File: config.mk
export PLATFORM = sky130hd
export DESIGN_NAME = dff_share_arbiter_flat
export DESIGN_NICKNAME = d
export VERILOG_FILES = /design/src/rtl/dff_share_arbiter_pkg.sv /design/src/rtl/dff_share_arbiter_if.sv /design/src/rtl/dff_share_arbiter_rr_pick_comb.sv /design/src/rtl/dff_share_arbiter.sv /design/src/flat_wrapper.sv
export SDC_FILE = /design/constraint.sdc
export NUM_CORES = 1
export LEC_CHECK = 0
export CORE_MARGIN = 8
export CORE_UTILIZATION = 48
export DETAILED_ROUTE_END_ITERATION = 12
export GPL_ROUTABILITY_DRIVEN = 0
export GPL_TIMING_DRIVEN = 1
export PLACE_DENSITY = 0.94
export SLEW_MARGIN = 15
export SYNTH_ARGS = -nofsm -noshare
export SYNTH_HDL_FRONTEND = slang
export SYNTH_SLANG_ARGS = --single-unit
File: constraint.sdc
create_clock -name clk -period 5.3 [get_ports clk]
set_clock_uncertainty 0.2 [all_clocks]
set_input_delay 1.325 -clock clk [delete_from_list [all_inputs] [get_ports clk]]
set_output_delay 1.325 -clock clk [all_outputs]
set_load 0.03 [all_outputs]
File: src/rtl/dff_share_arbiter_pkg.sv
// Shared types and helpers for the dff_share_arbiter slice.
// Optional assertions in the top are enabled by DFF_SHARE_ARB_ASSERT_EN.
package dff_share_arb_pkg;

    typedef enum logic [1:0] {
        IDLE,
        GRANT,
        LOCKED
    } state_e;

    localparam int unsigned RR_MAX_NREQ = 64;

    // Reference round-robin pick: first set bit at or after ptr, wrapping mod nreq.
    function automatic int unsigned rr_pick(input logic [RR_MAX_NREQ-1:0] req,
                                            input int unsigned             ptr,
                                            input int unsigned             nreq);
        int unsigned win;
        int unsigned idx;
        logic        found;
        win   = 0;
        found = 1'b0;
        for (int unsigned k = 0; k < nreq; k++) begin
            idx = (ptr + k) % nreq;
            if (!found && req[idx]) begin
                win   = idx;
                found = 1'b1;
            end
        end
        return win;
    endfunction

endpackage

File: src/rtl/dff_share_arbiter_if.sv
// Requester/arbiter bus for the shared flop stage.
interface dff_share_arbiter_if #(
    parameter int unsigned NREQ = 4,
    parameter int unsigned DW   = 8
);
    logic [NREQ-1:0]    req;
    logic [NREQ-1:0]    lock;
    logic [NREQ*DW-1:0] din;
    logic [NREQ-1:0]    gnt;
    logic [DW-1:0]      dout;
    logic               dout_vld;

    modport master (
        output req, lock, din,
        input  gnt, dout, dout_vld
    );

    modport slave (
        input  req, lock, din,
        output gnt, dout, dout_vld
    );
endinterface

File: src/rtl/dff_share_arbiter_rr_pick_comb.sv
// Combinational round-robin winner select: rotate by ptr, priority-encode, unrotate.
module rr_pick_comb #(
    parameter int unsigned NREQ = 4,
    parameter int unsigned PW   = $clog2(NREQ)
) (
    input  logic [NREQ-1:0] i_req,
    input  logic [PW-1:0]   i_ptr,
    output logic [PW-1:0]   o_win,
    output logic            o_any
);
    logic [NREQ-1:0] w_rot;
    int unsigned     w_off;
    logic            w_found;

    // Rotate so ptr lands at bit 0, take lowest set bit, map back mod NREQ.
    always_comb begin
        w_rot   = '0;
        w_off   = 0;
        w_found = 1'b0;
        for (int unsigned k = 0; k < NREQ; k++) begin
            w_rot[k] = i_req[(32'(i_ptr) + k) % NREQ];
        end
        for (int unsigned k = 0; k < NREQ; k++) begin
            if (!w_found && w_rot[k]) begin
                w_off   = k;
                w_found = 1'b1;
            end
        end
        o_win = PW'((32'(i_ptr) + w_off) % NREQ);
        o_any = |i_req;
    end
endmodule

File: src/rtl/dff_share_arbiter.sv
// Round-robin arbiter owning a shared DW-bit registered output stage, with
// bounded locking. Define DFF_SHARE_ARB_ASSERT_EN to compile inline SVA checks.
module dff_share_arbiter
    import dff_share_arb_pkg::*;
#(
    parameter int unsigned NREQ     = 4,
    parameter int unsigned DW       = 8,
    parameter int unsigned MAX_LOCK = 3
) (
    input  logic                 clk,
    input  logic                 rst,
    dff_share_arbiter_if.slave   bus
);
    localparam int unsigned PW = $clog2(NREQ);
    localparam int unsigned LW = $clog2(MAX_LOCK + 1);

    state_e          r_state;
    logic [PW-1:0]   r_ptr;
    logic [PW-1:0]   r_owner;
    logic [LW-1:0]   r_lock_cnt;
    logic [NREQ-1:0] r_gnt;
    logic [DW-1:0]   r_dout;
    logic            r_vld;

    logic [PW-1:0]   w_win;
    logic            w_any;
    logic [NREQ-1:0] w_win_oh;
    logic [DW-1:0]   w_win_din;
    logic [DW-1:0]   w_own_din;
    logic [PW-1:0]   w_ptr_nxt;
    logic            w_hold;

    rr_pick_comb #(.NREQ(NREQ), .PW(PW)) u_pick (
        .i_req (bus.req),
        .i_ptr (r_ptr),
        .o_win (w_win),
        .o_any (w_any)
    );

    // Winner decode, data muxes and the "owner keeps the stage" condition.
    always_comb begin
        w_win_oh        = '0;
        w_win_oh[w_win] = 1'b1;
        w_win_din       = bus.din[w_win*DW +: DW];
        w_own_din       = bus.din[r_owner*DW +: DW];
        w_ptr_nxt       = (32'(w_win) == NREQ - 1) ? '0 : w_win + 1'b1;
        w_hold          = (r_state == LOCKED) && bus.req[r_owner] && bus.lock[r_owner]
                          && (r_lock_cnt < LW'(MAX_LOCK));
    end

    // FSM, pointer, lock counter and the shared output flops.
    always_ff @(posedge clk) begin
        if (rst) begin
            r_state    <= IDLE;
            r_ptr      <= '0;
            r_owner    <= '0;
            r_lock_cnt <= '0;
            r_gnt      <= '0;
            r_dout     <= '0;
            r_vld      <= 1'b0;
        end else if (w_hold) begin
            r_dout     <= w_own_din;
            r_vld      <= 1'b1;
            r_lock_cnt <= r_lock_cnt + 1'b1;
        end else if (w_any) begin
            // Normal arbitration; also covers a forced release from LOCKED.
            r_gnt   <= w_win_oh;
            r_dout  <= w_win_din;
            r_vld   <= 1'b1;
            r_ptr   <= w_ptr_nxt;
            r_owner <= w_win;
            if (bus.lock[w_win]) begin
                r_state    <= LOCKED;
                r_lock_cnt <= LW'(1);
            end else begin
                r_state    <= GRANT;
                r_lock_cnt <= '0;
            end
        end else begin
            r_gnt      <= '0;
            r_vld      <= 1'b0;
            r_state    <= IDLE;
            r_lock_cnt <= '0;
        end
    end

    assign bus.gnt      = r_gnt;
    assign bus.dout     = r_dout;
    assign bus.dout_vld = r_vld;

`ifdef DFF_SHARE_ARB_ASSERT_EN
    logic r_arb;

    // Marks cycles whose grant came from a fresh arbitration (not a lock hold).
    always_ff @(posedge clk) begin
        if (rst) r_arb <= 1'b0;
        else     r_arb <= !w_hold && w_any;
    end

    a_onehot0 : assert property (@(posedge clk) disable iff (rst) $onehot0(r_gnt));
    a_reset   : assert property (@(posedge clk) rst |=> (r_dout == '0 && r_gnt == '0 && !r_vld));
    a_data    : assert property (@(posedge clk) disable iff (rst)
                    r_vld |-> (r_dout == DW'($past(bus.din) >> (r_owner*DW))));
    a_lockcnt : assert property (@(posedge clk) disable iff (rst) r_lock_cnt <= LW'(MAX_LOCK));

    for (genvar gi = 0; gi < NREQ; gi++) begin : g_fair
        logic [7:0] r_others;
        // Counts arbitrated grants to others while requester gi waits.
        always_ff @(posedge clk) begin
            if (rst || !bus.req[gi] || (r_arb && r_gnt[gi])) r_others <= '0;
            else if (r_arb && r_gnt != '0 && r_others != '1) r_others <= r_others + 1'b1;
        end
        a_fair : assert property (@(posedge clk) disable iff (rst) r_others <= 8'(NREQ - 1));
    end
`endif
endmodule

File: src/flat_wrapper.sv
// flat-port wrapper written by rule: the top's interface ports become plain ports
module dff_share_arbiter_flat import dff_share_arb_pkg::*;
#(
    parameter int unsigned NREQ     = 4,
    parameter int unsigned DW       = 8,
    parameter int unsigned MAX_LOCK = 3
)
  (clk, rst, bus_req, bus_lock, bus_din, bus_gnt, bus_dout, bus_dout_vld);
  dff_share_arbiter_if #(.NREQ(NREQ), .DW(DW)) bus_i ();
  input  logic clk;
  input  logic rst;
  input wire logic [$bits(bus_i.req)-1:0] bus_req;
  input wire logic [$bits(bus_i.lock)-1:0] bus_lock;
  input wire logic [$bits(bus_i.din)-1:0] bus_din;
  output wire logic [$bits(bus_i.gnt)-1:0] bus_gnt;
  output wire logic [$bits(bus_i.dout)-1:0] bus_dout;
  output wire logic [$bits(bus_i.dout_vld)-1:0] bus_dout_vld;
  assign bus_i.req = bus_req;
  assign bus_i.lock = bus_lock;
  assign bus_i.din = bus_din;
  assign bus_gnt = bus_i.gnt;
  assign bus_dout = bus_i.dout;
  assign bus_dout_vld = bus_i.dout_vld;
  dff_share_arbiter #(.NREQ(NREQ), .DW(DW), .MAX_LOCK(MAX_LOCK)) u_core (.clk(clk), .rst(rst), .bus(bus_i));
endmodule
* Yosys cells after proc, flatten, opt, wreduce, memory -nomap -nowiden *
Cells that the tools add are included.

storage, ports and cells
  flip-flop bits (word level) = 21
  output and inout port bits = 13
  logic and storage cells = 72

cells by class
  reduce and logical (&&, ||, !) cells = 13
  bitwise operators = 1
  shift-type cells = 2
  muxes and demuxes = 33
  $lt $le $gt $ge = 8
  add/sub/neg operators = 6
  equality and inequality tests = 2

operators by type and width
  cell                 count
  $shiftx 32x6->8      2
  $lt 2x3->1 const B   6
  $mux 1               16
  $mux 8               2
  $bmux 1 s2           7
  $mux 2               6
  $logic_and 1x1->1    7
  $add 2x1->2 const B  3
  $add 2x2->2 const B  2
  $eq 2x2->1 const B   2
  $mux 4               1
  $reduce_or 4->1      1
  $logic_not 1->1      3
  $add 2x2->2          1
  $demux 1 s2          1
  $ge 2x1->1 const B   1
  $lt 2x2->1 const B   1
  $reduce_and 2->1     1
  $reduce_bool 2->1    1
  $not 1->1            1

* Longest topological paths before layout *
Gate-level depths: netlist (run 1).

  depth in word-level cells = 18
  gate-level depth with buffers = 15

* Hierarchy *
From an unflattened synthesis (run 1), not the netlist that was laid out.

second synthesis, totals
  cells, all modules = 160
  area, all modules = 1445.1 sq um

by module, submodules not included
  module             cells an instance  seq. area each (sq um)  times used  area an instance (sq um)
  dff_share_arbiter  132                420.4                   1           1255.0
  rr_pick_comb       28                 0.0                     1           190.2

* Least setup slack after synthesis (run 1) *
No wires, ideal clock.

  path kind = in2reg
  from = in bus_req[2]
  to = reg u_core.r_dout[2], in the netlist u_core.bus.dout[2]
  stages on the path = 13
  library setup time = 0.120 ns
  path slack = 1.228 ns
  arrival = 3.752 ns
  path through = buf_2 > a311o_1 > a221o_1 > ha_1 > clkbuf_1 > inv_1 > nor2_1 > a221o_1 > buf_6 > buf_6 > mux2i_1 > nor2_1 > a211o_1

between the ends
  cells in the longest elaborated chain, start to end = 16
  elaborated cells between the ends (all ways) = 31
  those cells by class = add/sub (1); shift (1); mux (18); reduce/logical (11)

ends and longest elaborated chain
  element                       line                                  text
  from (decl)                   flat_wrapper.sv:12                    input wire logic [$bits(bus_i.req)-1:0] bus_req;
  $bmux 1 s2                    dff_share_arbiter_rr_pick_comb.sv:21  w_rot[k] = i_req[(32'(i_ptr) + k) % NREQ];
  $mux 1 (not written as such)  dff_share_arbiter_rr_pick_comb.sv:21
  $mux 1                        dff_share_arbiter_rr_pick_comb.sv:24  if (!w_found && w_rot[k]) begin
  $logic_not 1->1               dff_share_arbiter_rr_pick_comb.sv:24
  $logic_and 1x1->1             dff_share_arbiter_rr_pick_comb.sv:24
  $mux 1                        dff_share_arbiter_rr_pick_comb.sv:24
  $logic_not 1->1               dff_share_arbiter_rr_pick_comb.sv:24
  $logic_and 1x1->1             dff_share_arbiter_rr_pick_comb.sv:24
  $mux 1                        dff_share_arbiter_rr_pick_comb.sv:24
  $logic_not 1->1               dff_share_arbiter_rr_pick_comb.sv:24
  $logic_and 1x1->1             dff_share_arbiter_rr_pick_comb.sv:24
  $mux 2 (*)                    dff_share_arbiter_rr_pick_comb.sv:24
  $add 2x2->2 (*)               dff_share_arbiter_rr_pick_comb.sv:29  o_win = PW'((32'(i_ptr) + w_off) % NREQ);
  via u_core.u_pick.o_win[0]    dff_share_arbiter_rr_pick_comb.sv:8   output logic [PW-1:0] o_win,
  $shiftx 32x6->8 (*)           dff_share_arbiter.sv:44               w_win_din = bus.din[w_win*DW +: DW];
  $mux 8 (*)                    dff_share_arbiter.sv:65               end else if (w_any) begin
  $mux 8 (*)                    dff_share_arbiter.sv:61               end else if (w_hold) begin
  to (signal assigned)          dff_share_arbiter.sv:62               r_dout <= w_own_din;
  to (signal assigned)          dff_share_arbiter.sv:68               r_dout <= w_win_din;
  to (decl)                     dff_share_arbiter.sv:22               logic [DW-1:0] r_dout;

The timed path passes the listed nets; every way through them passes the cells marked *. The select of a mux whose other input is x is not followed.
A chain may end at the register's enable or synchronous reset.

* Worst setup path after layout (run 1) *
  from = in bus_req[1]
  to = reg u_core.r_dout[5], in the netlist u_core.bus.dout[5]

Same word-level chain as after synthesis.

==> results of run 1 <==
## area by class of cell
class                   instances  area, um2
inverters                       7       26.3
repair buffers                 55        548
flip-flops and latches         21        420
multi-input cells             146        998
fillers                       257        978
well taps                      44       55.1
clock buffers                   4       26.3
## worst register-to-register path, cell delays in order, from the launching register on
cell	delay (ns)
dfxtp_1	0.55
nor3_1	0.11
a311o_1	0.33
a221o_1	0.33
ha_1	0.46
inv_1	0.15
nor2_1	0.11
a221o_1	0.11
buf_4	0.27
mux2i_1	0.23
nor2_1	0.06
a211o_1	0.30
## cell usage in the layout (no fill, tap or decap), drive strengths merged, types with 2 or more instances in the layout
master and instances:
nand3 8, nor3 5, inv 7, dfxtp 21
mux2i 17, nor3b 9, nand2 20, clkbuf 4
nor4 8, a221o 2, o21ai 9, o21ba 2
ha 6, a211o 8, nor2 24, a21oi 8
or2 3, clkdlybuf4s50 54, or3 3
## flip-flops by register name, indices dropped and copies added (netlist names)
register	count
u_core.bus.dout	8
u_core.bus.dout_vld	1
u_core.bus.gnt	4
u_core.r_lock_cnt	2
u_core.r_owner	2
u_core.r_ptr	2
u_core.r_state	2
## power by group through the flow
stage	clock network, mW	registers, mW	logic, mW
finish	0.0774	0.260	0.695
global route	0.0858	0.269	0.764
CTS	0.0810	0.260	0.697
detailed placement	0	0.264	0.694
global placement	0	0.262	0.687
floorplan	0	0.323	0.489
## per-stage QoR
step | cell area (um2) | worst slack, ns | cells | hold WS [ns] | power (mW)
finish | 2070 | 0.910 | 277 | 0.263 | 1.03
global route | 2070 | 0.691 | 277 | 0.299 | 1.12
CTS | 2070 | 0.954 | 277 | 0.268 | 1.04
detailed placement | 2050 | 0.629 | 273 | 0.247 | 0.958
global placement | 2050 | 0.664 | 273 | 0.238 | 0.949
floorplan | 1530 | 1.23 | 188 | 0.236 | 0.812
## kinds of logic after synthesis
kind of cell    synth area share [%]
compound gates                  19.4
flops                           27.4
mux                             12.8
simple gates                    27.4
xor+xnor                       0.571
fa+ha+maj                       4.89
buf+inv                         7.50
## worst paths after layout
path | startpoint | endpoint | slack [ns]
max | bus_req[1] | u_core.bus.dout[5] | 0.91
min | u_core.bus.gnt[3] | u_core.bus.gnt[3] | 0.26
max reg2reg | u_core.r_ptr[0] | u_core.bus.dout[5] | 2.00
min reg2reg | u_core.bus.gnt[3] | u_core.bus.gnt[3] | 0.26
## metal layers
metal  global-route usage, %  up-vias
met4                    7.33        0
met3                    3.58        5
met5                       0        -
met1                    18.2      691
li1                        -      772
met2                    26.4       46
==> impl_metrics.toml, run 1 <==
[run_status]
outcome = "completed"

[timing]
setup_violations = 0
rsz0062_at_grt = "false"
period_share_pct = 82.8
maxSlewHeadroom_pct = 53.0
hold_viol = 0
worst_pin_slew_ns = 0.703
setup_tns_ns = 0
period_minus_slack_ns = 4.39
max_freq_ghz = 0.228
finalMaxSlewViolations = 0

[synth]
synthCells = 188
synth_edf_count = 0
synth_common_cells = "nor2_1, dfxtp_1, nand2_1"
synth-seq-cells = 21
synth_area_mm2 = 0.00153
yosys.cell_types.count = 40
synth_warnings = 0
syn_nets = 236
synth.most_common_cell = "nor2_1"
yosysSeqAreaShare_pct = 27.4
yosys-top-cells-area = "dfxtp_1, mux2i_1, nor2_1, ha_1, nand2_1"
synth-main-ff-cell = "dfxtp_1"
synth.avg_cell_area_um2 = 8.16
yosysTopAreaCell = "dfxtp_1"
ys_async_sr_fraction_pct = 0
netlist.area_leader.share_pct = 27.4

[clock_tree]
clockBufferDepth = 2
cts_sinks = 21
cts_setup_buffers = 0
clk_latency_ns = 0.31
cts_tree = "built"
htree_levels = 1
ctsResizeCount = 0
hold_buffers = 0
cts_root_buf = "clkbuf_4"
clk_pin_slew_ns = 0.11
cts_inserted_buffers = 3

[layout]
final_net_count = 282
insertedDiodeCount = 0
utilization_pct = 68.0
areaGrowthSynthToFinish_pct = 35.2
drive_gt1_share_pct = 5.15

[critical_path]
cpLargestDelayFamily = "buffers and inverters"
arrival_ns = 4.40
cp.required_ns = 5.31
critPathMaxFanout = 16
critical_path.max_stage_delay_ns = 0.54
path_buf_inv = 4
cp_slowest_cell = "clkdlybuf4s50_1"
crit_type = "input port to register"
rr_worst_depth = 11
critPathLaunchType = "input port"
cp-end-kind = "register"
crit_path_cell_trace = "clkdlybuf4s50_1 -> inv_1 -> nor3_1 -> a311o_1 -> a221o_1 -> ha_1 -> inv_1 -> nor2_1 -> a221o_1 -> buf_4 -> mux2i_1 -> nor2_1 -> a211o_1"
path_depth = 13

[floorplanning]
die_area_mm2 = 0.00526
fp.dieH_um = 72.5
start_util_pct = 50.2
rows = 20
die_x_um = 72.5
core_area_mm2 = 0.00305
io_pins = 55

[placement]
io_buffers = 54
dp_hpwl_um = 3020

[pwr]
combPwrFrac_pct = 67.3
irDropWorstVdd_uv = 262
leakage_nw = 0.864
pwr-share-seq_pct = 25.2
p_clk_share_pct = 7.5
p_switching_mw = 0.462
internal_power_mw = 0.572
powerDensity_mw_per_mm2 = 498
switching_share_pct = 44.7

[min_path]
hold_path.class = "register to register"
hold_depth = 2

[job]
drv_cap = 0

[global_route]
grt_pass1_vias = 1482
antenna_found_initial = 0
grt_remaining_overflow = 0
grt_max_degree = 21
grt.total_usage_pct = 15.7
grt_pass1_wl_um = 6690

[routing]
met1Wirelength_um = 1620
drt_iter0_drc = 145
wl_met3_um = 291
via_per_inst = 5.47
routed_wl_um = 3910
first_pass_iters = 4
wl_per_cell_um = 14.1
routed.top_layer = "met4"
dr_wl_met2_um = 1930
drc = 0
vias = 1514
ant_nets = 0
Power figures use the tool's default switching activity.
==> run 2: changes to the inputs <==
--- a/config.mk
+++ b/config.mk
@@ -6,11 +6,11 @@
 export NUM_CORES = 1
 export LEC_CHECK = 0
 export CORE_MARGIN = 8
-export CORE_UTILIZATION = 48
+export CORE_UTILIZATION = 45
 export DETAILED_ROUTE_END_ITERATION = 12
 export GPL_ROUTABILITY_DRIVEN = 0
 export GPL_TIMING_DRIVEN = 1
-export PLACE_DENSITY = 0.94
+export PLACE_DENSITY = 0.89
 export SLEW_MARGIN = 15
 export SYNTH_ARGS = -nofsm -noshare
 export SYNTH_HDL_FRONTEND = slang
==> constraint.sdc (replaced) <==
create_clock -name clk -period 4.4 [get_ports clk]
set_clock_uncertainty 0.2 [all_clocks]
set_input_delay 1.1 -clock clk [delete_from_list [all_inputs] [get_ports clk]]
set_output_delay 1.1 -clock clk [all_outputs]
set_load 0.03 [all_outputs]
==> impl_metrics.toml, run 2 (synthesized netlist as in run 1, its figures left out) <==
[critical_path]
critical_path.max_stage_delay_ns = 0.41
cp_slowest_cell = "clkdlybuf4s50_1"
cp-startpoint = "bus_req[1]"
critPathLaunchType = "input port"
crit_type = "input port to register"
arrival_ns = 3.94
cp.required_ns = 4.41
r2r_setup_slack_ns = 1.15
critPathMaxFanout = 16
r2r_end = "u_core.bus.dout[5]"
timing.rr.start = "u_core.r_ptr[0]"
crit_path_cell_trace = "clkdlybuf4s50_1 -> inv_1 -> nor3_1 -> a311o_1 -> a221o_1 -> ha_1 -> inv_1 -> nor2_1 -> a221o_1 -> buf_4 -> mux2i_1 -> nor2_1 -> a211o_1"
cp-end-kind = "register"
rr_worst_depth = 11
worstSetupEndpoint = "u_core.bus.dout[5]"

[routing]
drc = 0
first_pass_iters = 4
vias = 1547
drt_iter0_drc = 110
ant_nets = 0
via_per_inst = 5.41
routed_wl_um = 4250
wl_per_cell_um = 14.9

[pwr]
leakage_nw = 0.895
irDropWorstVdd_uv = 251
powerDensity_mw_per_mm2 = 600
p_clk_share_pct = 7.7
power.total_mw = 1.28
internal_power_mw = 0.701
p_switching_mw = 0.575
combPwrFrac_pct = 67.7
switching_share_pct = 45.0
pwr-share-seq_pct = 24.6

[floorplanning]
rows = 21
io_pins = 55
die_x_um = 74.4
fp.dieH_um = 74.4
start_util_pct = 46.3
core_area_mm2 = 0.00331
die_area_mm2 = 0.00553

[timing]
setup_violations = 0
maxSlewHeadroom_pct = 56.7
finalMaxSlewViolations = 0
rsz0062_at_grt = "false"
period_share_pct = 89.1
period_minus_slack_ns = 3.92
worst_pin_slew_ns = 0.649
max_freq_ghz = 0.255
hold_viol = 0
setup_tns_ns = 0

[layout]
largest_reg_flops = 8
drive_gt1_share_pct = 7.95
multi_input_area_um2 = 998
final_cell_mix = "clkdlybuf4s50_1, nor2_1, dfxtp_1"
seqCellArea_um2 = 420
final_net_count = 288
areaGrowthSynthToFinish_pct = 38.6
final_common_cell = "clkdlybuf4s50_1"
num-fill-cells = 303

[clock_tree]
hold_buffers = 0
cts_tree = "built"
cts_sinks = 21
ctsResizeCount = 0
clk_latency_ns = 0.32
cts_setup_buffers = 0
htree_levels = 1
clockBufferDepth = 2
cts_root_buf = "clkbuf_4"
clk_pin_slew_ns = 0.11
cts_inserted_buffers = 3

[global_route]
grt_pass1_wl_um = 6800
grt_remaining_overflow = 0
grt_max_degree = 21
grt.total_usage_pct = 15.9
antenna_found_initial = 1
grt_pass1_vias = 1380

[min_path]
hold_path.class = "register to register"
min_from = "u_core.bus.gnt[3]"

[run_status]
outcome = "completed"

[job]
drv_cap = 0

[placement]
dp_hpwl_um = 3320
io_buffers = 54
## run 2: routing by layer
layer  vias up  share of wire, %  track usage, %  routed length (um)
li1        777                 -               -                   -
met1       743                43            18.8                1840
met2        22                52            26.9                2190
met3         5               3.2            2.70                 135
met4         0               1.9            7.83                  79
met5         -                 0               0                   0
## run 2: worst max-delay path, delay by kind of cell
family | cells | cell delay (ns)
buffers and inverters | 4 | 0.88
AO/OA/AOI/OAI | 4 | 1.11
AND/OR/NAND/NOR | 3 | 0.22
multiplexers | 1 | 0.22
adder cells (fa/ha/maj) | 1 | 0.39
## run 2: through the flow
step / cells / hold WS, ns / utilization, % / setup slack (ns) / instance area [um2]
3_5_place_dp: 281 / 0.248 / 63.3 / 0.157 / 2100
4_1_cts: 285 / 0.264 / 64.1 / 0.487 / 2120
6_report: 286 / 0.262 / 64.2 / 0.478 / 2130
5_1_grt: 286 / 0.288 / 64.2 / 0.272 / 2130
2_1_floorplan: 188 / 0.236 / - / 0.553 / 1530
3_3_place_gp: 281 / 0.244 / 63.3 / 0.230 / 2100
## run 2: power groups by stage
| stage | Combinational (mW) | Sequential (mW) | Clock (mW) |
|---|---|---|---|
| final | 0.864 | 0.313 | 0.0985 |
| after global routing | 0.943 | 0.323 | 0.108 |
| after CTS | 0.867 | 0.312 | 0.101 |
| after detailed placement | 0.859 | 0.317 | 0 |
| after global placement | 0.846 | 0.314 | 0 |
| after floorplan | 0.589 | 0.389 | 0 |
## run 2: how the worst min path moves through the flow
stage	to	slack [ns]	depth (start not counted)
6_report	u_core.bus.gnt[3]	0.26	2
5_1_grt	u_core.bus.gnt[3]	0.29	2
4_1_cts	u_core.bus.gnt[3]	0.26	2
3_5_place_dp	u_core.bus.gnt[2]	0.25	2
3_3_place_gp	u_core.bus.gnt[3]	0.24	2
2_1_floorplan	u_core.r_owner[0]	0.24	2
## run 2: final cells by class
class	instances	share of cell area [%]
antenna	1	0.118
clock inverter	1	0.235
multi-input combinational	146	47.0
tap	46	2.71
timing repair buffer	61	27.9
inverter	7	1.24
sequential	21	19.8
clock buffer	3	1.06
